`src/rtl/iq_mod.sv`:
```
// ---------------------------------------------------------------------------
// iq_mod -- transmit-side IF upconverter.
//
// Baseband I/Q samples enter through a valid/ready handshake into a 2-entry
// FIFO. Each DAC tick pops one sample (or zero on underrun) and mixes it with
// an 8-point cos/sin NCO. The mixer sums are requantized, saturated and
// presented to the DAC as offset-binary codes with a one-cycle load strobe.
//
// Ports:
//   i_clk        system clock
//   i_rst_n      asynchronous active-low reset
//   i_I_bb       signed baseband I sample (BB_W)
//   i_Q_bb       signed baseband Q sample (BB_W)
//   i_valid      baseband sample valid
//   o_ready      FIFO not full (registered)
//   i_dac_tick   one-cycle request for the next DAC sample
//   i_clr_flags  clears the sticky flags
//   o_I_if       I DAC code, offset binary (IF_W)
//   o_Q_if       Q DAC code, offset binary (IF_W)
//   o_dac_load   one-cycle strobe, codes are new this cycle
//   o_underrun   sticky: a tick found the FIFO empty
//   o_tick_err   sticky: a tick arrived while busy
// ---------------------------------------------------------------------------
module iq_mod #(
    parameter int BB_W       = 8,
    parameter int IF_W       = 4,
    parameter int SHIFT      = 6,
    parameter int PHASE_STEP = 1
) (
    input  logic                   i_clk,
    input  logic                   i_rst_n,
    input  logic signed [BB_W-1:0] i_I_bb,
    input  logic signed [BB_W-1:0] i_Q_bb,
    input  logic                   i_valid,
    output logic                   o_ready,
    input  logic                   i_dac_tick,
    input  logic                   i_clr_flags,
    output logic [IF_W-1:0]        o_I_if,
    output logic [IF_W-1:0]        o_Q_if,
    output logic                   o_dac_load,
    output logic                   o_underrun,
    output logic                   o_tick_err
);

    localparam int PROD_W = BB_W + 4;
    localparam int MIX_W  = BB_W + 5;

    localparam logic signed [MIX_W-1:0] SAT_MAX   = MIX_W'(2**(IF_W-1) - 1);
    localparam logic signed [MIX_W-1:0] SAT_MIN   = MIX_W'(-(2**(IF_W-1)));
    localparam logic [IF_W-1:0]         CODE_ZERO = IF_W'(2**(IF_W-1));
    localparam logic [2:0]              PH_STEP   = 3'(PHASE_STEP % 8);

    typedef enum logic [1:0] {
        ST_IDLE = 2'd0,
        ST_MIX  = 2'd1,
        ST_LOAD = 2'd2
    } state_t;

    // NCO cosine table, amplitude 7
    function automatic logic signed [3:0] lut_cos(input logic [2:0] ph);
        logic signed [3:0] v;
        case (ph)
            3'd0:    v = 4'sd7;
            3'd1:    v = 4'sd5;
            3'd2:    v = 4'sd0;
            3'd3:    v = -4'sd5;
            3'd4:    v = -4'sd7;
            3'd5:    v = -4'sd5;
            3'd6:    v = 4'sd0;
            3'd7:    v = 4'sd5;
            default: v = 4'sd0;
        endcase
        return v;
    endfunction

    // NCO sine table, amplitude 7
    function automatic logic signed [3:0] lut_sin(input logic [2:0] ph);
        logic signed [3:0] v;
        case (ph)
            3'd0:    v = 4'sd0;
            3'd1:    v = 4'sd5;
            3'd2:    v = 4'sd7;
            3'd3:    v = 4'sd5;
            3'd4:    v = 4'sd0;
            3'd5:    v = -4'sd5;
            3'd6:    v = -4'sd7;
            3'd7:    v = -4'sd5;
            default: v = 4'sd0;
        endcase
        return v;
    endfunction

    // Floor shift, saturate to the DAC range, then bias to offset binary
    function automatic logic [IF_W-1:0] to_code(input logic signed [MIX_W-1:0] mix);
        logic signed [MIX_W-1:0] sh;
        logic signed [MIX_W-1:0] sat;
        sh = mix >>> SHIFT;
        if (sh > SAT_MAX) begin
            sat = SAT_MAX;
        end else if (sh < SAT_MIN) begin
            sat = SAT_MIN;
        end else begin
            sat = sh;
        end
        return sat[IF_W-1:0] + CODE_ZERO;
    endfunction

    state_t                 state_r;
    logic signed [BB_W-1:0] mem_i_r [2];
    logic signed [BB_W-1:0] mem_q_r [2];
    logic                   wr_ptr_r;
    logic                   rd_ptr_r;
    logic [1:0]             count_r;
    logic                   ready_r;
    logic signed [BB_W-1:0] cap_i_r;
    logic signed [BB_W-1:0] cap_q_r;
    logic [2:0]             ph_lat_r;
    logic [2:0]             phase_r;
    logic [IF_W-1:0]        i_if_r;
    logic [IF_W-1:0]        q_if_r;
    logic                   load_r;
    logic                   underrun_r;
    logic                   tick_err_r;

    logic                     push_s;
    logic                     pop_s;
    logic                     tick_idle_s;
    logic [1:0]               count_nxt_s;
    logic signed [3:0]        cos_s;
    logic signed [3:0]        sin_s;
    logic signed [PROD_W-1:0] ext_i_s;
    logic signed [PROD_W-1:0] ext_q_s;
    logic signed [PROD_W-1:0] ext_cos_s;
    logic signed [PROD_W-1:0] ext_sin_s;
    logic signed [PROD_W-1:0] p_ic_s;
    logic signed [PROD_W-1:0] p_qs_s;
    logic signed [PROD_W-1:0] p_is_s;
    logic signed [PROD_W-1:0] p_qc_s;
    logic signed [MIX_W-1:0]  i_mix_s;
    logic signed [MIX_W-1:0]  q_mix_s;

    assign push_s      = i_valid & ready_r;
    assign tick_idle_s = i_dac_tick & (state_r == ST_IDLE);
    // Pop uses the registered count, so a same-cycle push is never bypassed
    assign pop_s       = tick_idle_s & (count_r != 2'd0);

    // FIFO occupancy after this cycle's push/pop
    always_comb begin
        count_nxt_s = count_r;
        if (push_s && !pop_s) begin
            count_nxt_s = count_r + 2'd1;
        end else if (!push_s && pop_s) begin
            count_nxt_s = count_r - 2'd1;
        end else begin
            count_nxt_s = count_r;
        end
    end

    // Mixer datapath: sign-extend operands to product width, then combine
    always_comb begin
        cos_s     = lut_cos(ph_lat_r);
        sin_s     = lut_sin(ph_lat_r);
        ext_i_s   = {{4{cap_i_r[BB_W-1]}}, cap_i_r};
        ext_q_s   = {{4{cap_q_r[BB_W-1]}}, cap_q_r};
        ext_cos_s = {{BB_W{cos_s[3]}}, cos_s};
        ext_sin_s = {{BB_W{sin_s[3]}}, sin_s};
        p_ic_s    = ext_i_s * ext_cos_s;
        p_qs_s    = ext_q_s * ext_sin_s;
        p_is_s    = ext_i_s * ext_sin_s;
        p_qc_s    = ext_q_s * ext_cos_s;
        i_mix_s   = $signed({p_ic_s[PROD_W-1], p_ic_s}) - $signed({p_qs_s[PROD_W-1], p_qs_s});
        q_mix_s   = $signed({p_is_s[PROD_W-1], p_is_s}) + $signed({p_qc_s[PROD_W-1], p_qc_s});
    end

    // FIFO storage, pointers, count and registered ready
    always_ff @(posedge i_clk or negedge i_rst_n) begin
        if (!i_rst_n) begin
            mem_i_r[0] <= '0;
            mem_i_r[1] <= '0;
            mem_q_r[0] <= '0;
            mem_q_r[1] <= '0;
            wr_ptr_r   <= 1'b0;
            rd_ptr_r   <= 1'b0;
            count_r    <= 2'd0;
            ready_r    <= 1'b1;
        end else begin
            if (push_s) begin
                mem_i_r[wr_ptr_r] <= i_I_bb;
                mem_q_r[wr_ptr_r] <= i_Q_bb;
                wr_ptr_r          <= ~wr_ptr_r;
            end
            if (pop_s) begin
                rd_ptr_r <= ~rd_ptr_r;
            end
            count_r <= count_nxt_s;
            ready_r <= (count_nxt_s < 2'd2);
        end
    end

    // Tick sequencer: capture -> mix/requantize -> load strobe and phase step.
    // Codes are registered on the MIX->LOAD edge so they appear with the
    // strobe two cycles after the tick.
    always_ff @(posedge i_clk or negedge i_rst_n) begin
        if (!i_rst_n) begin
            state_r  <= ST_IDLE;
            cap_i_r  <= '0;
            cap_q_r  <= '0;
            ph_lat_r <= 3'd0;
            phase_r  <= 3'd0;
            i_if_r   <= CODE_ZERO;
            q_if_r   <= CODE_ZERO;
            load_r   <= 1'b0;
        end else begin
            case (state_r)
                ST_IDLE: begin
                    load_r <= 1'b0;
                    if (i_dac_tick) begin
                        if (count_r != 2'd0) begin
                            cap_i_r <= mem_i_r[rd_ptr_r];
                            cap_q_r <= mem_q_r[rd_ptr_r];
                        end else begin
                            cap_i_r <= '0;
                            cap_q_r <= '0;
                        end
                        ph_lat_r <= phase_r;
                        state_r  <= ST_MIX;
                    end
                end
                ST_MIX: begin
                    i_if_r  <= to_code(i_mix_s);
                    q_if_r  <= to_code(q_mix_s);
                    load_r  <= 1'b1;
                    state_r <= ST_LOAD;
                end
                ST_LOAD: begin
                    load_r  <= 1'b0;
                    phase_r <= phase_r + PH_STEP;
                    state_r <= ST_IDLE;
                end
                default: begin
                    load_r  <= 1'b0;
                    state_r <= ST_IDLE;
                end
            endcase
        end
    end

    // Sticky flags; a new event takes priority over a same-cycle clear
    always_ff @(posedge i_clk or negedge i_rst_n) begin
        if (!i_rst_n) begin
            underrun_r <= 1'b0;
            tick_err_r <= 1'b0;
        end else begin
            if (tick_idle_s && (count_r == 2'd0)) begin
                underrun_r <= 1'b1;
            end else if (i_clr_flags) begin
                underrun_r <= 1'b0;
            end
            if (i_dac_tick && (state_r != ST_IDLE)) begin
                tick_err_r <= 1'b1;
            end else if (i_clr_flags) begin
                tick_err_r <= 1'b0;
            end
        end
    end

    assign o_ready    = ready_r;
    assign o_I_if     = i_if_r;
    assign o_Q_if     = q_if_r;
    assign o_dac_load = load_r;
    assign o_underrun = underrun_r;
    assign o_tick_err = tick_err_r;

endmodule

```
`config.mk`:
```
export PLATFORM = sky130hd
export DESIGN_NAME = iq_mod
export DESIGN_NICKNAME = d
export VERILOG_FILES = /design/src/rtl/iq_mod.sv
export SDC_FILE = /design/constraint.sdc
export NUM_CORES = 1
export LEC_CHECK = 0
export CORE_MARGIN = 2
export CORE_UTILIZATION = 68
export DETAILED_ROUTE_END_ITERATION = 8
export PLACE_DENSITY = 0.95
export SLEW_MARGIN = 0
export SYNTH_ARGS = -nofsm -noshare
export SYNTH_HDL_FRONTEND = slang
export SYNTH_SLANG_ARGS = --single-unit
```
`constraint.sdc`:
```
create_clock -name i_clk -period 8.6 [get_ports i_clk]
set_input_delay 2.58 -clock i_clk [delete_from_list [all_inputs] [get_ports i_clk]]
set_output_delay 2.58 -clock i_clk [all_outputs]
set_load 0.01 [all_outputs]
```
==> metrics list <==
- The floorplan step set the die height to 112.4 µm.
* R2r endpoint: o_I_if[1]
- Worst r2r src: ph_lat_r[2]
* Actual slew at the worst max-slew pin: 1.343 ns
- In the final routed layout, each cell accounts on average for 19.13 µm.
- Die X-Extent: 112.4 µm
- Clock-pin slew was measured on the worst setup and hold paths at 0.06 ns.
- Count of nets after finishing: 1,019
* Hold_buf cts: 0
- TritonCTS clock tree: built
* Area enclosed by the die boundary: 12,620 µm²
- Final Max Tran Viols: 0
- Data arrival time of the critical path: 6.65 ns
- Number of enable flip-flop cells after synthesis: 0
- Pin count of the biggest net entering global routing: 73
- The clock arrives with 0.009953 ns of skew.
- CTS Buf Count: 9
- At the worst endpoint, the required time is 8.80 ns.
* Number of buffer and inverter instances along the worst setup path: 1
- Max FO, Critical Path: 17
- Post CTS Setup Buffer Count: 0
- Detailed-route vias per instance: 6.139
- Leaving out fill and tap cells, the most frequent cells in the layout are sky130_fd_sc_hd__inv_1 (149), sky130_fd_sc_hd__fa_1 (107), sky130_fd_sc_hd__nand2_1 (75), sky130_fd_sc_hd__dfrtp_1 (69), sky130_fd_sc_hd__ha_1 (67).
- Post-synthesis instance total: 804
* Count of antenna-violating nets left after detailed routing: 0
- Counting flops and latches in the post-synthesis netlist gives 72.
* Maxcap violations: 0
- The core region is 11,420 µm².
- Gp weighted congestion: 0.8758
- Fraction of the cycle the final worst path needs: 74.93%
- Static timing analysis puts the maximum clock frequency at 0.1552 GHz.
- Kind of end point of the critical path: flip-flop
* Number of diodes added for antenna fixing: 0
- Synth warnings: 0
- Asr flop ratio synth: 100.0%
- By instance count, the cell type seen most on the critical path is sky130_fd_sc_hd__fa_1.
- The worst hold path terminates at o_I_if[3].
- The number of global-route vias before repair was 6,654.
* First-pass GRT wire length: 31,490 µm
- For this block, the initial DRC count from the detailed router was 402.
- The first TritonRoute pass finished after 5 iterations.
- Global-route usage over all layers: 31.73%
- Setup repair after global routing left no endpoint under its margin.
- Placed cell areas: 8404 µm²
* Final-layout setup total negative slack: 0 ns
* WS Path Type: reg2reg
* Number of standard cells in the layout, taps in and fillers out: 972
- The H-tree was split into 3 levels.
* Kind of cell adding the most delay to the critical path: adder cells
- Worst slew slack as a fraction of its limit: 9.858%
- Starting Density: 69.92%
* CTS resizes: 0
- Top_reg_cell synth: sky130_fd_sc_hd__dfrtp_1
* Fraction of layout instances using a drive strength above 1: 9.650%
- Skew-Pair Late Insertion Delay: 0.34 ns
* Clk root buf: sky130_fd_sc_hd__clkbuf_16
- Area growth syn-to-layout: 8.807%
- Detailed placement HPWL: 13,400 µm
- Design area: 8687 µm²
- Total Routed Length: 18,590 µm
- The detailed router placed 5,967 vias in this run.
- CP max stage delay: 1.14 ns
- Min-delay src: o_I_if[3]
- Util after Layout: 76.08%
* Ordered cell list for the critical path: o21ai_1, nand2_1, fa_1, fa_1, inv_1, fa_1, fa_1, ha_1, ha_1, a21oi_1, o21ai_1, and2_1, nor4_1, xnor2_1, a32oi_1, a2bb2oi_1
* Maximum number of buffers from clock root to sink: 2
- Shortest period the worst path allows: 6.444 ns
- The number of endpoints with negative hold slack in the final report came to 0.
- Post-synthesis average cell area: 9.930 µm²
- Top-level I/O count: 33
* Clock sink count: 72
* Number of antenna violations at the first check in global routing: 0
- Of the synthesized area, sequential elements account for 22.61%.
- In this run the core area contains 39 standard-cell rows.
- Cell with the largest stage delay on the worst path: sky130_fd_sc_hd__o21ai_1
- For this run the aggregate overflow at the end of global routing stands at 0.
- For the worst flop-to-flop path, the logic depth is 16.
- Count of filler cells inserted in the layout: 669
- Final Setup Violations: 0
* Post-Syn Area: 7984 µm²
- In the routed design, unresolved DRC markers number 0.
* Cell count after placement: 956
- Count of buffers from port buffering: 32
- Outcome: complete, no violations
- Register-to-register setup slack: 2.16 ns
- Along the worst hold path, the cell count comes to 2.
- Number of nets produced by synthesis: 999
* Class of the most critical hold timing path: reg2reg
- The number of different library cells used by synthesis comes to 60.
* Most common cell after layout, fill and taps aside: sky130_fd_sc_hd__inv_1
- Kind of launch point of the worst setup path: flip-flop
## per-stage QoR
step	worst slack (ns)	hold WS (ns)
after global placement	2.526	0.4480
after global routing	1.940	0.4759
after CTS	2.266	0.4686
final	2.156	0.4704
after floorplan	2.943	0.4447
after detailed placement	2.330	0.4509
## how the worst max path moves through the flow
stage	startpoint	to	slack (ns)	cells past startpoint
global route	ph_lat_r[0]	o_Q_if[2]	1.94	17
detailed placement	ph_lat_r[0]	o_Q_if[2]	2.33	18
floorplan	ph_lat_r[2]	o_Q_if[2]	2.94	18
CTS	ph_lat_r[0]	o_Q_if[2]	2.27	18
finish	ph_lat_r[2]	o_I_if[1]	2.16	16
global placement	ph_lat_r[2]	o_I_if[1]	2.53	18
## state kept, by name, indices dropped and copies added, names as in the netlist
register and cells:
cap_i_r 8, cap_q_r 8, count_r 2, mem_i_r 16
mem_q_r 16, o_I_if 4, o_Q_if 4, o_dac_load 1
o_ready 1, o_tick_err 1, o_underrun 1, ph_lat_r 3
phase_r 3, rd_ptr_r 1, state_r 2, wr_ptr_r 1
## cell type report
cell class / instances / area, µm² / area share [%]
multi-input cells: 553 / 5498 / 63.29
flip-flops and latches: 72 / 1805 / 20.78
clock buffers: 10 / 239.0 / 2.751
inverters: 151 / 569.3 / 6.553
clock inverters: 6 / 43.79 / 0.5041
repair buffers: 37 / 352.8 / 4.062
well taps: 143 / 178.9 / 2.060
## Yosys cell counts, types with 2 or more instances
cell type                   number  area, µm²
sky130_fd_sc_hd__a211oi_1        3      22.52
sky130_fd_sc_hd__a21o_1          2      15.01
sky130_fd_sc_hd__a21oi_1         9      45.04
sky130_fd_sc_hd__a22o_1          4      35.03
sky130_fd_sc_hd__a2bb2oi_1       3      26.28
sky130_fd_sc_hd__a31oi_4         2      42.54
sky130_fd_sc_hd__and2_1         36      225.2
sky130_fd_sc_hd__buf_2           2      10.01
sky130_fd_sc_hd__clkbuf_1       24      90.09
sky130_fd_sc_hd__dfrtp_1        69       1727
sky130_fd_sc_hd__dfstp_2         3      78.83
sky130_fd_sc_hd__fa_1          107       2142
sky130_fd_sc_hd__ha_1           67      838.3
sky130_fd_sc_hd__inv_1         149      559.3
sky130_fd_sc_hd__mux2_2         34      382.9
sky130_fd_sc_hd__mux2i_1        20      200.2
sky130_fd_sc_hd__nand2_1        75      281.5
sky130_fd_sc_hd__nand2b_1       27      168.9
sky130_fd_sc_hd__nand3_1         3      15.01
sky130_fd_sc_hd__nand4_1         2      12.51
sky130_fd_sc_hd__nor2_1         41      153.9
sky130_fd_sc_hd__nor2b_1        18      112.6
sky130_fd_sc_hd__nor3_1          4      20.02
sky130_fd_sc_hd__nor4_1          2      12.51
sky130_fd_sc_hd__o21a_1          2      15.01
sky130_fd_sc_hd__o21ai_0        13      65.06
sky130_fd_sc_hd__o21ai_1         2      10.01
sky130_fd_sc_hd__o21bai_1        2      15.01
sky130_fd_sc_hd__o31ai_1        17      127.6
sky130_fd_sc_hd__or2_2           8      50.05
sky130_fd_sc_hd__or3_1           2      12.51
sky130_fd_sc_hd__xnor2_1        19      166.4
sky130_fd_sc_hd__xor2_1          6      52.55
## logic make-up (layout without fill, tap and decap cells)
| group | Yosys count | count (layout) | share of synthesized area, % |
|---|---|---|---|
| AND/OR/NAND/NOR | 228 | 228 | 14.45 |
| buffers and inverters | 179 | 204 | 8.525 |
| adder cells (fa/ha/maj) | 174 | 174 | 37.33 |
| flip-flops | 72 | 72 | 22.61 |
| AO/OA/AOI/OAI | 71 | 71 | 6.833 |
| multiplexers | 54 | 54 | 7.303 |
| XOR/XNOR | 26 | 26 | 2.946 |
## tightest hold or removal path: stages, from the launching register on
cell and delay, ns:
sky130_fd_sc_hd__dfstp_2 0.36, sky130_fd_sc_hd__nand2_1 0.05, sky130_fd_sc_hd__nand2_1 0.05
## metal layers
layer | global-route usage [%] | vias to the layer above | routed length, µm
li1 | - | 2561 | -
met1 | 37.58 | 2996 | 6748
met2 | 55.54 | 320 | 9573
met3 | 4.752 | 90 | 1226
met4 | 17.97 | 0 | 1042
met5 | 0 | - | 0
Power is not shown: default switching activity piles up to over one toggle a cycle in this logic, so the estimate is an artifact.
